**config.mk**
```make
export PLATFORM = sky130hd
export DESIGN_NAME = seq_detect_param
export DESIGN_NICKNAME = d
export VERILOG_FILES = /design/src/rtl/seq_detect_pkg.sv /design/src/rtl/sd_sat_counter.sv /design/src/rtl/seq_detect_param.sv
export SDC_FILE = /design/constraint.sdc
export NUM_CORES = 1
export LEC_CHECK = 0
export BUFFER_PORTS_ARGS = -buffer_cell sky130_fd_sc_hd__buf_2
export CAP_MARGIN = 20
export CORE_UTILIZATION = 25
export CTS_CLUSTER_SIZE = 20
export DETAILED_ROUTE_END_ITERATION = 10
export GPL_ROUTABILITY_DRIVEN = 0
export GPL_TIMING_DRIVEN = 1
export PLACE_DENSITY = 0.39
export SYNTH_ARGS = -nofsm -noshare
export SYNTH_HDL_FRONTEND = slang
export SYNTH_SLANG_ARGS = --single-unit
```
**constraint.sdc**
```tcl
create_clock -name clk -period 5 [get_ports clk]
set_input_delay 0.5 -clock clk [delete_from_list [all_inputs] [get_ports clk]]
set_output_delay 0.5 -clock clk [all_outputs]
set_load 0.05 [all_outputs]
```
**src/rtl/seq_detect_pkg.sv**
```systemverilog
// seq_detect_pkg: shared state type and default sizing for the sequence detector
package seq_detect_pkg;
    typedef enum logic {UNCFG, RUN} sd_state_t;
    localparam int SD_MAX_LEN = 8;
    localparam int SD_CNT_W   = 16;
endpackage

```
**src/rtl/sd_sat_counter.sv**
```systemverilog
// sd_sat_counter: clearable up-counter that sticks at all-ones instead of wrapping
module sd_sat_counter #(
    parameter int CNT_W = 16
) (
    input  logic             clk,
    input  logic             rst_n,
    input  logic             inc,
    input  logic             clr,
    output logic [CNT_W-1:0] count
);
    always_ff @(posedge clk or negedge rst_n)
        if (!rst_n)
            count <= '0;
        else if (clr)
            count <= '0;
        else if (inc && !(&count))
            count <= count + 1'b1;
endmodule

```
**src/rtl/seq_detect_param.sv**
```systemverilog
// seq_detect_param: runtime-programmable serial pattern detector with Mealy match,
// registered match and a saturating match counter
module seq_detect_param
    import seq_detect_pkg::*;
#(
    parameter int MAX_LEN = SD_MAX_LEN,
    parameter int CNT_W   = SD_CNT_W,
    parameter int LEN_W   = $clog2(MAX_LEN + 1)
) (
    input  logic               clk,
    input  logic               rst_n,
    input  logic               cfg_load,
    input  logic [MAX_LEN-1:0] pat,
    input  logic [LEN_W-1:0]   pat_len,
    input  logic               overlap_en,
    input  logic               din_valid,
    input  logic               din,
    output logic               armed,
    output logic               cfg_err,
    output logic               match,
    output logic               match_q,
    output logic [CNT_W-1:0]   match_cnt
);
    sd_state_t          state, state_nx;
    logic [MAX_LEN-1:0] hist, pat_s, cand, mask;
    logic [LEN_W-1:0]   len_s, fill, fill_inc;
    logic               ovl_s, legal, enough;

    assign legal    = (pat_len != '0) && (pat_len <= LEN_W'(MAX_LEN));
    assign cand     = {hist[MAX_LEN-2:0], din};
    assign enough   = ({1'b0, fill} + 1'b1) >= {1'b0, len_s};
    assign fill_inc = (fill == LEN_W'(MAX_LEN)) ? fill : fill + 1'b1;
    assign armed    = (state == RUN);

    always_comb begin
        mask = '0;
        for (int i = 0; i < MAX_LEN; i++)
            mask[i] = (i < int'(len_s));
    end

    assign match = armed && din_valid && !cfg_load && enough && (((cand ^ pat_s) & mask) == '0);

    always_comb begin
        state_nx = state;
        if (cfg_load)
            state_nx = legal ? RUN : UNCFG;
    end

    always_ff @(posedge clk or negedge rst_n)
        if (!rst_n)
            state <= UNCFG;
        else
            state <= state_nx;

    // A non-overlapping hit flushes history so the next hit needs len fresh bits
    always_ff @(posedge clk or negedge rst_n)
        if (!rst_n) begin
            hist    <= '0;
            fill    <= '0;
            pat_s   <= '0;
            len_s   <= '0;
            ovl_s   <= 1'b0;
            cfg_err <= 1'b0;
            match_q <= 1'b0;
        end else begin
            match_q <= match;
            if (cfg_load) begin
                cfg_err <= !legal;
                hist    <= '0;
                fill    <= '0;
                if (legal) begin
                    pat_s <= pat;
                    len_s <= pat_len;
                    ovl_s <= overlap_en;
                end
            end else if (armed && din_valid) begin
                hist <= (match && !ovl_s) ? '0 : cand;
                fill <= (match && !ovl_s) ? '0 : fill_inc;
            end
        end

    sd_sat_counter #(.CNT_W(CNT_W)) u_cnt (
        .clk   (clk),
        .rst_n (rst_n),
        .inc   (match),
        .clr   (cfg_load),
        .count (match_cnt)
    );
endmodule
```
### Word level (Yosys, flattened, before mapping)

Index checks and enable logic that the tools add are counted.

| storage, ports and cells | value |
|---|---|
| word-level logic and storage cells | 54 |
| register bits after elaboration | 43 |
| output and inout bits | 20 |
| input bits | 18 |

| cells by class | value |
|---|---|
| equal/unequal tests | 2 |
| bitwise operators | 2 |
| order comparisons | 10 |
| $add $sub $neg | 3 |
| reductions and logical operators | 18 |
| mux-type cells | 10 |

Operator list:

| operator | count |
|---|---|
| $mux 16 | 2 |
| $mux 7 | 3 |
| $add 16x1->16 const B | 1 |
| $lt 3x4->1 const A | 4 |
| $mux 4 | 4 |
| $reduce_and 16->1 | 1 |
| $and 8x8->8 | 1 |
| $logic_not 8->1 | 1 |
| $lt 1x4->1 const A | 2 |
| $lt 2x4->1 const A | 2 |
| $xor 8x8->8 | 1 |
| $logic_and 1x1->1 | 7 |
| $add 4x1->5 const B | 1 |
| $ge 5x4->1 | 1 |
| $add 4x1->4 const B | 1 |
| $eq 4x4->1 const B | 1 |
| $le 4x4->1 const B | 1 |
| $logic_not 1->1 | 4 |
| $reduce_and 2->1 | 2 |
| $reduce_bool 2->1 | 2 |
| $reduce_bool 4->1 | 1 |
| $ne 3x2->1 const B | 1 |
| $mux 1 | 1 |

### Longest topological paths before layout

Gate-level depths: netlist of the first run.

| logic depth | value |
|---|---|
| word-level depth | 8 |
| mapped depth | 11 |
| gate-level depth less buffers | 8 |

### Cells and area by module

From an unflattened synthesis of the first run, not the netlist that was laid out.

| unflattened totals | value |
|---|---|
| cell total of the unflattened synthesis | 212 |
| area, all modules | 2290.9 um^2 |

By module, submodules not included:

| module | times used | cells each | area an instance (um^2) |
|---|---|---|---|
| seq_detect_param | 1 | 117 | 1371.3 |
| sd_sat_counter | 1 | 95 | 919.6 |

### Worst setup path after synthesis of the first run

No wires, ideal clock.

| timing path | value |
|---|---|
| path type | register to output |
| start | register fill[0] |
| end | output port match |
| cell stages (with the launch flop) | 11 |
| data required time | 4.500 ns |
| slack | 1.959 ns |
| buffers on the path | 3 |
| arrival time | 2.541 ns |
| cell sequence | dfrtp_1 ha_1 xor2_1 ha_1 o21ai_0 o21a_1 or4b_1 buf_2 buf_6 buf_6 inv_1 |

| on the way | value |
|---|---|
| cells in the longest elaborated chain, start to end | 4 |

Ends and longest elaborated chain:

| item | RTL line | RTL |
|---|---|---|
| start: declaration | seq_detect_param.sv:26 | `logic [LEN_W-1:0] len_s, fill, fill_inc;` |
| start signal: assignment | seq_detect_param.sv:78 | `fill <= (match && !ovl_s) ? '0 : fill_inc;` |
| $add 4x1->5 | seq_detect_param.sv:31 | `assign enough = ({1'b0, fill} + 1'b1) >= {1'b0, len_s};` |
| $ge 5x4->1 | seq_detect_param.sv:31 |  |
| $logic_and 1x1->1 (2 in series) | seq_detect_param.sv:41 | `assign match = armed && din_valid && !cfg_load && enough && (((cand ^ pat_s) & mask) == '0);` |
| end: declaration | seq_detect_param.sv:20 | `output logic match,` |

Every way passes these cells.

### Final worst setup path of the first run

Same ends and word-level chain as after synthesis.

==> summary.md, run 1 <==
| Metric | Value |
|---|---|
| Fill cells | `947` |
| Row count | `34` |
| FMAX | `roughly 270 MHz` |
| TritonCTS clock tree | `done` |
| Antenna Nets Post-Route | `0` |
| Synth cell types | `43` |
| Crit path DAT | `approximately 3.1 ns` |
| Yosys reg bits | `43` |
| Hold_ws | `around 0.26 ns` |
| Commonest non-fill, non-tap cell in the layout | `dfrtp_1` |
| WP depth | `8` |
| Run status | `finished, final reports clean` |
| Ports | `38` |
| Leading cell types in the layout, fill and taps excluded | `dfrtp_1, buf_2, mux2_2` |
| Power consumption | `781.5 uW` |
| Setup violators final | `0` |
| Hold crit path type | `in2async` |
| Post-synth EDFFs | `0` |
| Async set-or-reset flop fraction in the synthesized netlist | `100.0%` |
| Via count | `about 1.8k` |
| Vias in the first global route | `about 1.7k` |
| CP top delay family | `simple AND/OR/NAND/NOR gates` |
| Total gr overflow | `0` |
| Mapped Area | `2270 sq um` |
| Seq/Total Area, Yosys | `47.41%` |
| Antenna fix cells | `0` |
| Post-DP HPWL | `3600 um` |
| Most frequent CP cell | `ha_1` |
| Final setup TNS | `0 ns` |
| Worst r2r path cells | `8` |
| Least-Margin Pin Slew | `0.9414 ns` |
| Max Slew Vio Count | `0` |
| Relative slew slack | `37.24%` |
| Fin crit share | `72.77%` |
| Worst Setup Start Kind | `flip-flop` |
| Post-CTS Setup Inserts | `0` |
| Yosys warns | `0` |
| Clock latency on the worst-skew pair | `approximately 0.3 ns` |
| Core footprint | `8763 sq um` |
| Die ar. | `9463 sq um` |
| Initial antenna violation count | `0` |
| Largest net degree at the start of global routing | `44` |
| TritonCTS buffer count | `5` |
| CTS Hold Buffers Added | `0` |
| Required @ worst endpoint | `4.50 ns` |
| Global Route Usage Sum | `11.59%` |
| Power per cell area | `293.8 nW/um^2` |
| Global-route wire length before repair | `between 8000 and 9000 um` |
| Clock sinks | `43` |
| NumNets Final | `271` |
| Endpoints failing hold | `0` |
| Fin crit period | `3.638 ns` |
| PortBufs | `37` |
| Die width | `97.28 um` |
| Reg clk slew, reported paths | `approximately 0.1 ns` |
| Syn_area_per_cell | `10.81 sq um` |
| Main synth FF type | `dfrtp_1` |
| Slowest cell on the critical path | `or4b_1` |
| Clock root buffer master | `clkbuf_8` |
| Layout Skew | `between 0.015 and 0.02 ns` |
| TritonRoute pass-1 iters | `4` |
| Critical Path Max Stage Delay | `0.96 ns` |
| Clock Tree Buf Depth | `2` |
| Footprint of the multi-input gates | `1102 sq um` |
| Share of post-route cells with drive strength above 1 | `26.72%` |
| RSZ-0062 raised after global routing | `no` |
| Max FO, Critical Path | `27` |
| Remaining DRCs | `0` |
| DRT iter0 DRCs | `74` |
| Critical path, cell by cell | `ha_1, xor2_1, ha_1, o21ai_0, o21a_1, or4b_1, inv_1, buf_2` |
| Synthesized Nets | `about 240` |
| Die height | `97.28 um` |
| Static Leak | `between 0.001 and 0.0015 uW` |
| Worst Path Buf+Inv | `2` |
| Max H-tree Level | `2` |
| Maximum vdd drop | `0.1445 mV` |
| Drt wl/cell | `14.93 um` |
| Max-Cap Viols | `0` |
| Area grow syn2layout | `17.20%` |
| WL final | `5300 um` |
| Reg area | `1076 sq um` |
| Gate Count Post-Synth | `210` |
| CP Class | `reg2out` |
| Initial Util | `25.90%` |
| CP endpoint kind | `primary output` |
| Vias per cell | `5.006` |
| Number of gates resized after cts | `0` |
cells by family after synthesis:
kind of cell    after synthesis  share of synthesized area, %
compound gates               49                         16.81
xor+xnor                     11                         4.245
fa+ha+maj                     7                         3.859
buf+inv                      20                         4.024
flops                        43                         47.41
mux                          18                         8.875
simple gates                 62                         14.77
area by class of cell:
type | instances | share of cell area [%]
Clock inverter | 3 | 1.646
Clock buffer | 5 | 2.587
Sequential cell | 43 | 40.45
Timing Repair Buffer | 38 | 7.244
Inverter | 11 | 1.552
Tap cell | 108 | 5.080
Multi-Input combinational cell | 147 | 41.44
flip-flops by register name, indices dropped and copies added, names as in the netlist:
name / count
armed: 1
ovl_s: 1
fill: 4
len_s: 4
pat_s: 8
cfg_err: 1
match_q: 1
u_cnt.count: 16
hist: 7
worst paths after layout:
path                         start  slack, ns              to
hold / removal               rst_n       0.26         match_q
hold reg to reg            cfg_err       0.49         cfg_err
setup reg to reg           fill[0]       1.71  u_cnt.count[5]
max in group asynchronous    rst_n       4.33         fill[0]
setup / recovery           fill[0]       1.36           match
min in group clk            pat[1]       0.42        pat_s[1]
report_power, final:
group | switching (uW) | internal, uW
combinational | 56.9 | 47.4
clock | 134 | 149
sequential | 23.2 | 371
routing by layer:
metal	GRT usage (%)	share of wire [%]	vias up
met5	0	0	-
met4	4.977	2.3	0
met3	2.950	4.0	9
met2	18.20	45	43
met1	15.10	49	870
li1	-	-	855
worst reg2reg max path: stages (launching register included):
cell	delay [ns]
dfrtp_1	0.45
ha_1	0.28
xor2_1	0.16
ha_1	0.27
o21ai_0	0.07
o21a_1	0.20
or4b_1	0.96
nor4_1	0.44
mux2_2	0.37
synthesized netlist by cell type (all sizes together) (2+ instances only):
master  number  area [sq um]
dfrtp       43          1076
mux2        17         191.4
nand2       12         45.04
inv         11         41.29
nor2        11         41.29
a21oi        9         45.04
xor2         9         78.83
a22o         8         70.07
nand3        8         40.04
ha           7         87.58
o31ai        7         52.55
or4          7         52.55
clkbuf       6         22.52
nor3         5         25.02
and3         4         25.02
o21a         4         30.03
o21ai        4         20.02
a211oi       3         22.52
buf          3         27.52
nor2b        3         18.77
nor4         3         18.77
a32o         2         20.02
and4         2         17.52
nand4        2         12.51
o311ai       2         25.03
o31a         2         17.52
o41ai        2         25.03
xnor2        2         17.52
metrics by stage:
| step | std cells | cell area, sq um | setup WS (ns) | util [%] |
|---|---|---|---|---|
| after floorplan | 210 | 2270 | 1.959 | - |
| after global placement | 347 | 2547 | 1.727 | 29.07 |
| after detailed placement | 347 | 2547 | 1.691 | 29.07 |
| after CTS | 355 | 2660 | 1.371 | 30.35 |
| after global routing | 355 | 2660 | 1.225 | 30.35 |
| final | 355 | 2660 | 1.362 | 30.35 |
Power figures use the tool's default switching activity.
==> run 2: changes to the inputs <==
PLACE_DENSITY = 0.4   (was 0.39)
clock period = 3 ns   (was 5 ns; I/O delays follow)
==> run 2 against run 1 <==
Compared with the run above: critical path depth fell by 1; hold slack got worse by 0.036 ns; register-to-register slack got worse by 1.6 ns; clock skew fell by 0.0020 ns; sequential share of layout area fell by 1.8 points; cell area rose by 4.8%; wire length rose by 3.3%; combinational power rose by 92%; sequential power rose by 66%; largest cell class unchanged.
==> summary.md, run 2 (synthesized netlist as in run 1, its figures left out) <==
| Metric | Value |
|---|---|
| Run status | `finished, final reports clean` |
| Leading cell types in the layout, fill and taps excluded | `dfrtp_1, buf_2, mux2_2` |
| Power per cell area | `449.2 nW/um^2 (+53%)` |
| Slowest cell on the critical path | `or4b_4` |
| Share of post-route cells with drive strength above 1 | `30.47% (+3.7 points)` |
| Final setup TNS | `0 ns (unchanged)` |
| Clock Tree Buf Depth | `2 (unchanged)` |
| Die ar. | `9463 sq um (unchanged)` |
| Setup violators final | `0 (unchanged)` |
| Hold path start | `pat[2]` |
| Max-Cap Viols | `0 (unchanged)` |
| PortBufs | `37 (unchanged)` |
| Placed cell areas | `2570 sq um (+0.88%)` |
| Relative slew slack | `48.87% (+12 points)` |
| Worst Setup Start Kind | `flip-flop` |
| Max FO, Critical Path | `14 (-48%)` |
| NumNets Final | `281 (+3.7%)` |
| Worst R2R Setup Slack | `0.15 ns (-1.56 ns)` |
| Static Leak | `0.001269 uW (+4.7%)` |
| Crit path DAT | `2.60 ns (-0.54 ns)` |
| CP top delay family | `simple AND/OR/NAND/NOR gates` |
| Commonest non-fill, non-tap cell in the layout | `dfrtp_1` |
| Worst r2r src | `len_s[2]` |
| Fin crit period | `between 2 and 3 ns` |
| Endpoints failing hold | `0 (unchanged)` |
| Total gr overflow | `0 (unchanged)` |
| Placed insts | `350 (+0.86%)` |
| Row count | `34 (unchanged)` |
| Global-route wire length before repair | `8749 um (about the same)` |
| Die height | `97.28 um (unchanged)` |
| DRT iter0 DRCs | `44 (-41%)` |
| Via count | `1805 (+1.6%)` |
| Worst Path Buf+Inv | `3 (+1)` |
| Hold crit path type | `in2reg` |
| Pre-CTS setup slack | `0.1010 ns (-1.590 ns)` |
| Largest register FFs | `16 (unchanged)` |
| Area grow syn2layout | `22.82%` |
| Final Instance Area | `2788 sq um (+4.8%)` |
| Layout Skew | `0.01303 ns (-0.002035 ns)` |
| Largest net degree at the start of global routing | `44 (unchanged)` |
| Critical Path Max Stage Delay | `0.60 ns (-0.36 ns)` |
| Required @ worst endpoint | `2.70 ns (-1.80 ns)` |
| Initial antenna violation count | `0 (unchanged)` |
| Initial Util | `25.90% (unchanged)` |
| FMAX | `344.4 MHz` |
| Die width | `97.28 um (unchanged)` |
| Vias in the first global route | `1665 (-1.4%)` |
| Global Route Usage Sum | `11.55% (-0.046 points)` |
| Reg clk slew, reported paths | `0.09 ns (about the same)` |
| TritonCTS buffer count | `5 (unchanged)` |
| TritonCTS clock tree | `done` |
| WL final | `5474 um (+3.3%)` |
| Maximum vdd drop | `0.2007 mV (+39%)` |
| Antenna Nets Post-Route | `0 (unchanged)` |
| Clock root buffer master | `clkbuf_8` |
| Clock sinks | `43 (unchanged)` |
| R2R Path End | `u_cnt.count[5]` |
| Critical path, cell by cell | `or3_1, a222oi_1, o211ai_1, or4b_4, buf_12, inv_1, buf_6` |
| Hold Crit Depth | `2` |
| Final Non-Filler Cells | `365 (+2.8%)` |
| CP endpoint kind | `primary output` |
| Fin crit share | `96.77%` |
| Max H-tree Level | `2 (unchanged)` |
| Remaining DRCs | `0 (unchanged)` |
| Drt wl/cell | `15.00 um (+0.45%)` |
| CP Class | `reg2out` |
| TritonRoute pass-1 iters | `4 (unchanged)` |
| Max Slew Vio Count | `0 (unchanged)` |
| Vias per cell | `4.945 (-1.2%)` |
| Top reg by flops | `u_cnt.count` |
| Least-Margin Pin Slew | `0.7670 ns (-0.1744 ns)` |
| Fill cells | `930 (-1.8%)` |
| Clock latency on the worst-skew pair | `0.29 ns (about the same)` |
| Leading registers by flop count | `u_cnt.count (16), pat_s (8), hist (7)` |
| Core footprint | `8763 sq um (unchanged)` |
| Hold Path End | `pat_s[2]` |
| Post-DP HPWL | `3638 um (+1.1%)` |
| PnR worst setup slack | `0.09676 ns (-1.265 ns)` |
| Worst r2r path cells | `7 (-1)` |
| Ports | `38 (unchanged)` |
run 2: metrics by stage:
stage,util [%],hold WS [ns],total power [uW]
final,31.81,0.2285,1252
after global routing,31.78,0.2167,1322
after CTS,30.44,0.2145,1262
after detailed placement,29.33,0.4660,851.7
after global placement,29.33,0.4588,851.5
after floorplan,-,0.004409,780.6
run 2: what timing repair did:
action / 4_1_cts / 5_1_grt
hold buffers: 0 / 1
setup buffers: 0 / 4
gates resized for setup: 2 / 7
endpoints found under the hold margin: 0 / 14
pin swaps: 0 / 2
endpoints found under the setup margin: 1 / 3
gates cloned: 0 / 1
run 2: layout make-up:
class                           instances  area, sq um  area share [%]
Inverter                               11        41.29           1.481
Multi-Input combinational cell        147         1121           40.22
Tap cell                              108        135.1           4.847
Sequential cell                        43         1077           38.64
Clock inverter                          1        8.758          0.3142
Clock buffer                            6        82.58           2.962
Timing Repair Buffer                   48        319.1           11.45
Antenna cell                            1        2.502         0.08977
run 2: worst max-delay path by stage:
stage / end / cells past startpoint / from
3_5_place_dp: u_cnt.count[5] / 9 / fill[0]
2_1_floorplan: match / 10 / fill[0]
3_3_place_gp: u_cnt.count[5] / 9 / fill[0]
4_1_cts: match / 9 / fill[0]
6_report: match / 7 / len_s[2]
5_1_grt: match / 7 / len_s[2]
run 2: report_power, final:
part / switching (uW) / internal [uW]
Sequential: 34.9 / 618
Combinational: 104 / 96.4
Clock: 213 / 186
Total: 352 / 900
run 2: per-layer routing:
layer  up-vias  GRT usage [%]  share of wire, %
li1        884              -                 -
met1       887          15.14                48
met2        32          19.23                48
met3         2          2.302               3.5
met4         0          3.394              0.68
met5         -              0                 0
